===== config.mk =====
export PLATFORM = sky130hd
export DESIGN_NAME = tdc_meas_ctrl
export DESIGN_NICKNAME = d
export VERILOG_FILES = /design/src/rtl/tdc_meas_ctrl_pkg.sv /design/src/rtl/tdc_result_fifo.sv /design/src/rtl/tdc_meas_ctrl.sv
export SDC_FILE = /design/constraint.sdc
export NUM_CORES = 1
export LEC_CHECK = 0
export BUFFER_PORTS_ARGS = -buffer_cell sky130_fd_sc_hd__buf_2
export CAP_MARGIN = 20
export CELL_PAD_IN_SITES_DETAIL_PLACEMENT = 0
export CELL_PAD_IN_SITES_GLOBAL_PLACEMENT = 1
export CORE_AREA = 3 3 177 179
export CTS_CLUSTER_SIZE = 12
export DETAILED_ROUTE_END_ITERATION = 7
export DIE_AREA = 0 0 180 182
export PLACE_DENSITY = 0.81
export SYNTH_ARGS = -nofsm -noshare
export SYNTH_HDL_FRONTEND = slang
export SYNTH_SLANG_ARGS = --single-unit

===== constraint.sdc =====
create_clock -name iClk -period 3.7 [get_ports iClk]
set_input_delay 0.555 -clock iClk [delete_from_list [all_inputs] [get_ports iClk]]
set_output_delay 0.555 -clock iClk [all_outputs]
set_load 0.005 [all_outputs]

===== src/rtl/tdc_meas_ctrl_pkg.sv =====
`default_nettype none
// ============================================================================
// Module : tdc_meas_ctrl_pkg
// Purpose: Shared definitions for the TDC measurement controller: FSM state
//          encodings, recovery length, timestamp width and a small helper.
// Ports  : none (package)
// Revision: 1.0 - initial release
// ============================================================================
package tdc_meas_ctrl_pkg;

  typedef enum logic [2:0] {
    ST_IDLE    = 3'd0,
    ST_SETTLE  = 3'd1,
    ST_ARMED   = 3'd2,
    ST_CAPTURE = 3'd3,
    ST_RECOVER = 3'd4
  } state_e;

  // Cycles the TDC enable stays low after a measurement so the core can
  // self-reset before the next arm.
  localparam int RECOVER_CYC = 2;

  // Width of the optional epoch timestamp prepended to each result.
  localparam int TS_W = 16;

  function automatic int max_int(input int a, input int b);
    return (a > b) ? a : b;
  endfunction

endpackage
`default_nettype wire


===== src/rtl/tdc_result_fifo.sv =====
`default_nettype none
// ============================================================================
// Module : tdc_result_fifo
// Purpose: Synchronous result FIFO with extra-bit pointers for full/empty.
//          A pop and a push in the same cycle on a full FIFO are both
//          accepted (pop-before-push). When empty, the read port keeps
//          presenting the most recently popped word.
// Ports  : clk, rst_n      clock, asynchronous active-low reset
//          i_push          write request
//          i_wr_data       write word
//          i_pop           read request (ignored when empty)
//          o_rd_data       head word (last popped word when empty)
//          o_empty         FIFO holds no entries
//          o_wr_ok         the write request is accepted this cycle
// Revision: 1.0 - initial release
// ============================================================================
module tdc_result_fifo #(
  parameter int DEPTH = 8,
  parameter int WIDTH = 24
) (
  input  logic             clk,
  input  logic             rst_n,
  input  logic             i_push,
  input  logic [WIDTH-1:0] i_wr_data,
  input  logic             i_pop,
  output logic [WIDTH-1:0] o_rd_data,
  output logic             o_empty,
  output logic             o_wr_ok
);

  localparam int AW = $clog2(DEPTH);

  logic [AW:0]      wr_ptr_q, wr_ptr_d;
  logic [AW:0]      rd_ptr_q, rd_ptr_d;
  logic [WIDTH-1:0] mem_q [DEPTH];
  logic [WIDTH-1:0] mem_d [DEPTH];

  logic             w_empty;
  logic             w_full;
  logic             w_pop_ok;
  logic             w_wr_ok;
  logic [AW-1:0]    w_rd_idx;

  always_comb begin
    w_empty  = (wr_ptr_q == rd_ptr_q);
    w_full   = (wr_ptr_q[AW] != rd_ptr_q[AW]) &&
               (wr_ptr_q[AW-1:0] == rd_ptr_q[AW-1:0]);
    w_pop_ok = i_pop && !w_empty;
    // A pop frees the slot the write lands in, so full+pop still accepts.
    w_wr_ok  = i_push && (!w_full || w_pop_ok);

    // Empty: the slot just behind the read pointer is the last word popped;
    // it cannot have been overwritten, since any write makes the FIFO
    // non-empty. After reset every slot is zero.
    w_rd_idx = w_empty ? (rd_ptr_q[AW-1:0] - AW'(1)) : rd_ptr_q[AW-1:0];

    mem_d = mem_q;
    if (w_wr_ok) begin
      mem_d[wr_ptr_q[AW-1:0]] = i_wr_data;
    end
    wr_ptr_d = wr_ptr_q + (AW+1)'(w_wr_ok);
    rd_ptr_d = rd_ptr_q + (AW+1)'(w_pop_ok);
  end

  always_ff @(posedge clk or negedge rst_n) begin
    if (!rst_n) begin
      wr_ptr_q <= '0;
      rd_ptr_q <= '0;
      for (int i = 0; i < DEPTH; i++) begin
        mem_q[i] <= '0;
      end
    end else begin
      wr_ptr_q <= wr_ptr_d;
      rd_ptr_q <= rd_ptr_d;
      mem_q    <= mem_d;
    end
  end

  assign o_rd_data = mem_q[w_rd_idx];
  assign o_empty   = w_empty;
  assign o_wr_ok   = w_wr_ok;

endmodule
`default_nettype wire


===== src/rtl/tdc_meas_ctrl.sv =====
`default_nettype none
// ============================================================================
// Module : tdc_meas_ctrl
// Purpose: Sequences one TDC channel (settle, arm, capture or time out,
//          recover), stores results in a small FIFO drained over a
//          valid/ready stream, and keeps sticky overflow/timeout flags and
//          an accepted-result counter. Single-shot or continuous re-arm.
// Config : TDC_TIMESTAMP_EN - when defined, a free-running 16-bit epoch
//          counter is sampled at the done pulse and placed above the TDC
//          word in oData (OUT_W = DATA_W + 16); otherwise OUT_W = DATA_W.
// Ports  : iClk          system clock (shared with the TDC core)
//          iRst          asynchronous active-low reset
//          iStart        arm request, sampled in IDLE only
//          iContinuous   re-arm automatically after each measurement
//          iClrFlags     clears oOverflow and oTimeoutFlag (wins over set)
//          oTdcEnable    TDC enable, high only while ARMED
//          iTdcDone      TDC done pulse, honoured only while ARMED
//          iTdcData      TDC result, valid with iTdcDone
//          oData         FIFO head
//          oValid        FIFO not empty
//          iReady        consumer pop
//          oBusy         controller not idle
//          oOverflow     sticky: a result was dropped on a full FIFO
//          oTimeoutFlag  sticky: a measurement timed out
//          oCount        results written to the FIFO (wraps)
// Revision: 1.0 - initial release
// ============================================================================
module tdc_meas_ctrl
  import tdc_meas_ctrl_pkg::*;
#(
  parameter int DATA_W      = 24,
  parameter int FIFO_DEPTH  = 8,
  parameter int SETTLE_CYC  = 4,
  parameter int TIMEOUT_CYC = 1023,
  parameter int CNT_W       = 16,
`ifdef TDC_TIMESTAMP_EN
  localparam int OUT_W      = DATA_W + TS_W
`else
  localparam int OUT_W      = DATA_W
`endif
) (
  input  logic              iClk,
  input  logic              iRst,
  input  logic              iStart,
  input  logic              iContinuous,
  input  logic              iClrFlags,
  output logic              oTdcEnable,
  input  logic              iTdcDone,
  input  logic [DATA_W-1:0] iTdcData,
  output logic [OUT_W-1:0]  oData,
  output logic              oValid,
  input  logic              iReady,
  output logic              oBusy,
  output logic              oOverflow,
  output logic              oTimeoutFlag,
  output logic [CNT_W-1:0]  oCount
);

  // One timer serves SETTLE, ARMED and RECOVER; it restarts at every
  // state change, so it only has to reach the longest of the three.
  localparam int TMR_W = $clog2(max_int(TIMEOUT_CYC, SETTLE_CYC) + 1);

  state_e             state_q, state_d;
  logic [TMR_W-1:0]   tmr_q, tmr_d;
  logic [OUT_W-1:0]   word_q, word_d;
  logic               ovf_q, ovf_d;
  logic               tmo_q, tmo_d;
  logic [CNT_W-1:0]   cnt_q, cnt_d;

  logic               w_push;
  logic               w_tmo_set;
  logic               w_wr_ok;
  logic               w_empty;
  logic [OUT_W-1:0]   w_capture_word;

`ifdef TDC_TIMESTAMP_EN
  logic [TS_W-1:0]    epoch_q, epoch_d;

  assign epoch_d        = epoch_q + TS_W'(1);
  assign w_capture_word = {epoch_q, iTdcData};

  always_ff @(posedge iClk or negedge iRst) begin
    if (!iRst) begin
      epoch_q <= '0;
    end else begin
      epoch_q <= epoch_d;
    end
  end
`else
  assign w_capture_word = iTdcData;
`endif

  // Next-state, timer and capture register
  always_comb begin
    state_d   = state_q;
    tmr_d     = tmr_q + TMR_W'(1);
    word_d    = word_q;
    w_push    = 1'b0;
    w_tmo_set = 1'b0;

    case (state_q)
      ST_IDLE: begin
        tmr_d = '0;
        if (iStart) begin
          state_d = ST_SETTLE;
        end
      end

      ST_SETTLE: begin
        if (tmr_q == TMR_W'(SETTLE_CYC - 1)) begin
          state_d = ST_ARMED;
          tmr_d   = '0;
        end
      end

      ST_ARMED: begin
        // Done is tested first so it wins over a same-cycle timeout.
        if (iTdcDone) begin
          state_d = ST_CAPTURE;
          tmr_d   = '0;
          word_d  = w_capture_word;
        end else if (tmr_q == TMR_W'(TIMEOUT_CYC - 1)) begin
          state_d   = ST_RECOVER;
          tmr_d     = '0;
          w_tmo_set = 1'b1;
        end
      end

      ST_CAPTURE: begin
        w_push  = 1'b1;
        state_d = ST_RECOVER;
        tmr_d   = '0;
      end

      ST_RECOVER: begin
        if (tmr_q == TMR_W'(RECOVER_CYC - 1)) begin
          tmr_d   = '0;
          state_d = iContinuous ? ST_SETTLE : ST_IDLE;
        end
      end

      default: begin
        state_d = ST_IDLE;
        tmr_d   = '0;
      end
    endcase
  end

  // Flags and counter; a clear request overrides a same-cycle set.
  always_comb begin
    ovf_d = iClrFlags ? 1'b0 : (ovf_q | (w_push & ~w_wr_ok));
    tmo_d = iClrFlags ? 1'b0 : (tmo_q | w_tmo_set);
    cnt_d = cnt_q + CNT_W'(w_wr_ok);
  end

  always_ff @(posedge iClk or negedge iRst) begin
    if (!iRst) begin
      state_q <= ST_IDLE;
      tmr_q   <= '0;
      word_q  <= '0;
      ovf_q   <= 1'b0;
      tmo_q   <= 1'b0;
      cnt_q   <= '0;
    end else begin
      state_q <= state_d;
      tmr_q   <= tmr_d;
      word_q  <= word_d;
      ovf_q   <= ovf_d;
      tmo_q   <= tmo_d;
      cnt_q   <= cnt_d;
    end
  end

  tdc_result_fifo #(
    .DEPTH (FIFO_DEPTH),
    .WIDTH (OUT_W)
  ) u_fifo (
    .clk       (iClk),
    .rst_n     (iRst),
    .i_push    (w_push),
    .i_wr_data (word_q),
    .i_pop     (iReady),
    .o_rd_data (oData),
    .o_empty   (w_empty),
    .o_wr_ok   (w_wr_ok)
  );

  // Enable and busy decode straight from the state register so an
  // asynchronous reset drops them without waiting for a clock edge.
  assign oTdcEnable   = (state_q == ST_ARMED);
  assign oBusy        = (state_q != ST_IDLE);
  assign oValid       = ~w_empty;
  assign oOverflow    = ovf_q;
  assign oTimeoutFlag = tmo_q;
  assign oCount       = cnt_q;

endmodule
`default_nettype wire


==> metrics.yaml <==
diodes: 0
power.density_nw_per_um2: 670
worstMarginPinSlew_ps: 920
syn_inst: 921
root_buffer: "clkbuf_16"
cts_htree_levels: 1
synth_mux_area_share_pct: 38.2
clk_pin_slew_ps: 60
synth.area.top_cells: "dfrtp_1 46%, mux4_2 15%, mux2_4 13%, mux2_2 9.7%, a221o_1 1.7%"
drv_slew: 0
setup_violations: 0
io_buffers: 75
cp.arrival_ps: 2990
cp-end-kind: "output port"
gp_congestion: 0.768
wirelength_um: 32700
hold_violations: 0
grt_pass1_wl_um: 52700
synthArstFlopShare_pct: 100
grt_max_degree: 96
num-fill-cells: 2437
vias_per_cell: 5.95
post-dp-hpwl_um: 20100
p_sw_mw: 3.74
wl_met2_um: 16000
die_h_um: 182
synth_top_family_by_area: "multiplexers"
dieArea_um2: 32800
fin_setup_tns_ps: 0
synth-xor-area-share_pct: 1.88
synthSimpleGateAreaFrac_pct: 4.69
cp_max_fo: 12
maxSlewHeadroom_pct: 38.7
fin_worst_skew_ps: 10.4
intPower_mw: 6.86
core_area_um2: 29700
wl_met1_um: 14400
grt_setup_unrepaired: "no"
netlist.area_leader.share_pct: 45.7
p_sw_share_pct: 35.3
fmax_ghz: 0.282
critPathRequiredTime_ps: 3140
met3WireLength_um: 1820
rows: 63
synth_area_per_cell_um2: 15.2
holdBufCountCts: 0
drive_above_1_share_pct: 51.0
die_w_um: 180
syn_nets: 962
vias: 8430
cts_buffers: 29
synth_fa_ha_area_share_pct: 0.895
synth.distinct_cells: 44
crit_type: "reg2out"
cts_sinks: 255
nets: 1045
first_pass_iters: 4
status: "finished clean"
pwr-share-comb_pct: 35.5
startpoint_type: "flip-flop"
areaGrowthSynthToFinish_pct: 13.3
fin_crit_ps: 3540
overflow: 0
finalCritPeriodShare_pct: 95.7
synth_largest_area_cell: "dfrtp_1"
insertion_delay_ps: 540
first_iter_violations: 504
synth_edf_count: 0
cts.path.max_buffers: 3
highest_layer: "met4"
ir_worst_vdd_mv: 0.499
seqPwrFrac_pct: 37.2
synth.most_common_cell: "dfrtp_1"
ys_warn_count: 0
p_leak_nw: 7.11
cts_tree: "built"
drc: 0
initial_utilization_pct: 47.0
antenna_found_initial: 0
hold_class: "in2async"
ys_seq_area_share_pct: 45.7
grt_pass1_vias: 9115
ant_nets: 0
drv_cap: 0
pwr-share-clk_pct: 27.3
synth_area_um2: 14000
post_drt_wl_per_cell_um: 23.1
grtUsageTotal_pct: 20.0
io_pins: 76
synth-compound-area-share_pct: 5.34
yosys-top-cells-count: "255 x dfrtp_1, 120 x mux2_2, 120 x mux2_4"
hold-worst-slack_ps: 34.8
ys_ff_latch: 255
ys.flop_type: "dfrtp_1"
-- sequential cells by signal, summed over array words and instances (netlist names) --
name	count
oCount	16
oOverflow	1
oTimeoutFlag	1
state_q	3
tmr_q	10
u_fifo.mem_q	192
u_fifo.rd_ptr_q	4
u_fifo.wr_ptr_q	4
word_q	24
-- power groups by stage --
stage / Sequential (mW) / Clock (mW) / Combinational, mW
finish: 3.95 / 2.89 / 3.76
global route: 4.03 / 3.07 / 4.01
CTS: 3.93 / 2.95 / 3.78
detailed placement: 4.00 / 0 / 3.68
global placement: 3.97 / 0 / 3.63
floorplan: 3.68 / 0 / 2.78
-- placed cells by master (no fill, tap or decap), types with 4 or more instances in the layout --
cell	instances
nand2_1	34
buf_2	74
clkbuf_16	29
clkbuf_8	6
mux2_2	120
dfrtp_1	251
buf_12	6
nor2_1	15
ha_1	9
buf_4	35
clkbuf_1	6
a2111oi_4	6
a221o_1	24
nand3_1	14
xnor2_1	23
xor2_1	7
a21oi_1	27
o21ai_0	25
nand4_1	4
nor2b_1	25
and2_1	4
mux2_4	120
nor3_1	4
and3_1	4
mux4_2	94
inv_1	7
clkinv_2	9
-- per-stage QoR --
| step | setup slack [ps] | utilization (%) | std cells | cell area, um2 | total power, mW |
|---|---|---|---|---|---|
| after floorplan | 91.2 | - | 921 | 14000 | 6.46 |
| after global placement | 460 | 49.8 | 1360 | 14800 | 7.59 |
| after detailed placement | 469 | 49.8 | 1360 | 14800 | 7.68 |
| after CTS | 47.2 | 53.2 | 1416 | 15800 | 10.7 |
| after global routing | 50.9 | 53.3 | 1416 | 15800 | 11.1 |
| final | 158 | 53.3 | 1416 | 15800 | 10.6 |
-- path summary, 6_finish.rpt --
| check | depth (start not counted) | slack (ps) | end | start |
|---|---|---|---|---|
| max | 8 | 160 | oData[13] | u_fifo.rd_ptr_q[3]$_DFF_PN0_ |
| min in group iClk | 2 | 180 | oTimeoutFlag$_DFF_PN0_ | iClrFlags |
| max reg2reg | 9 | 950 | u_fifo.rd_ptr_q[2]$_DFF_PN0_ | u_fifo.rd_ptr_q[3]$_DFF_PN0_ |
| min | 1 | 30 | u_fifo.mem_q[4]$_DFFE_PN0P_ | iRst |
| min reg2reg | 1 | 480 | oCount[15]$_DFF_PN0_ | oCount[15]$_DFF_PN0_ |
| max in group asynchronous | 2 | 2750 | tmr_q[8]$_DFF_PN0_ | iRst |
-- metal layers --
layer / vias up / track usage [%]
li1: 3671 / -
met1: 4493 / 28.1
met2: 229 / 33.0
met3: 37 / 3.53
met4: 0 / 4.39
met5: - / 0
-- timing repair --
action,4_1_cts,5_1_grt
hold endpoints to repair,0,0
pin swaps,0,0
gates resized for setup,4,4
setup endpoints to repair,21,7
buffers inserted,3,0
-- cells by family after synthesis --
kind of cell               count (synthesis)
muxes                                    337
DFF                                      255
xor gates and xnor gates                  30
adders and majority gates                 10
and+or+nand+nor                          125
buffers and inverters                     74
AOI/OAI and AO/OA                         90
-- worst max-delay path, stage by stage, from the launching register on --
cell and delay [ps]:
dfrtp_1 400, xnor2_1 320, and4_2 420, buf_4 280, clkinvlp_4 250, buf_4 270
a21oi_1 170, a221o_1 200, buf_2 130
-- area by class of cell --
type / count / area [um2] / share of cell area [%]
Multi-Input combinational cell: 592 / 7160 / 45.2
Sequential cell: 255 / 6390 / 40.4
Inverter: 8 / 33.8 / 0.213
Clock inverter: 12 / 135 / 0.854
Tap cell: 390 / 488 / 3.08
Clock buffer: 41 / 831 / 5.25
Timing Repair Buffer: 118 / 791 / 5.00
No activity file was read; power rests on OpenSTA's default activity.
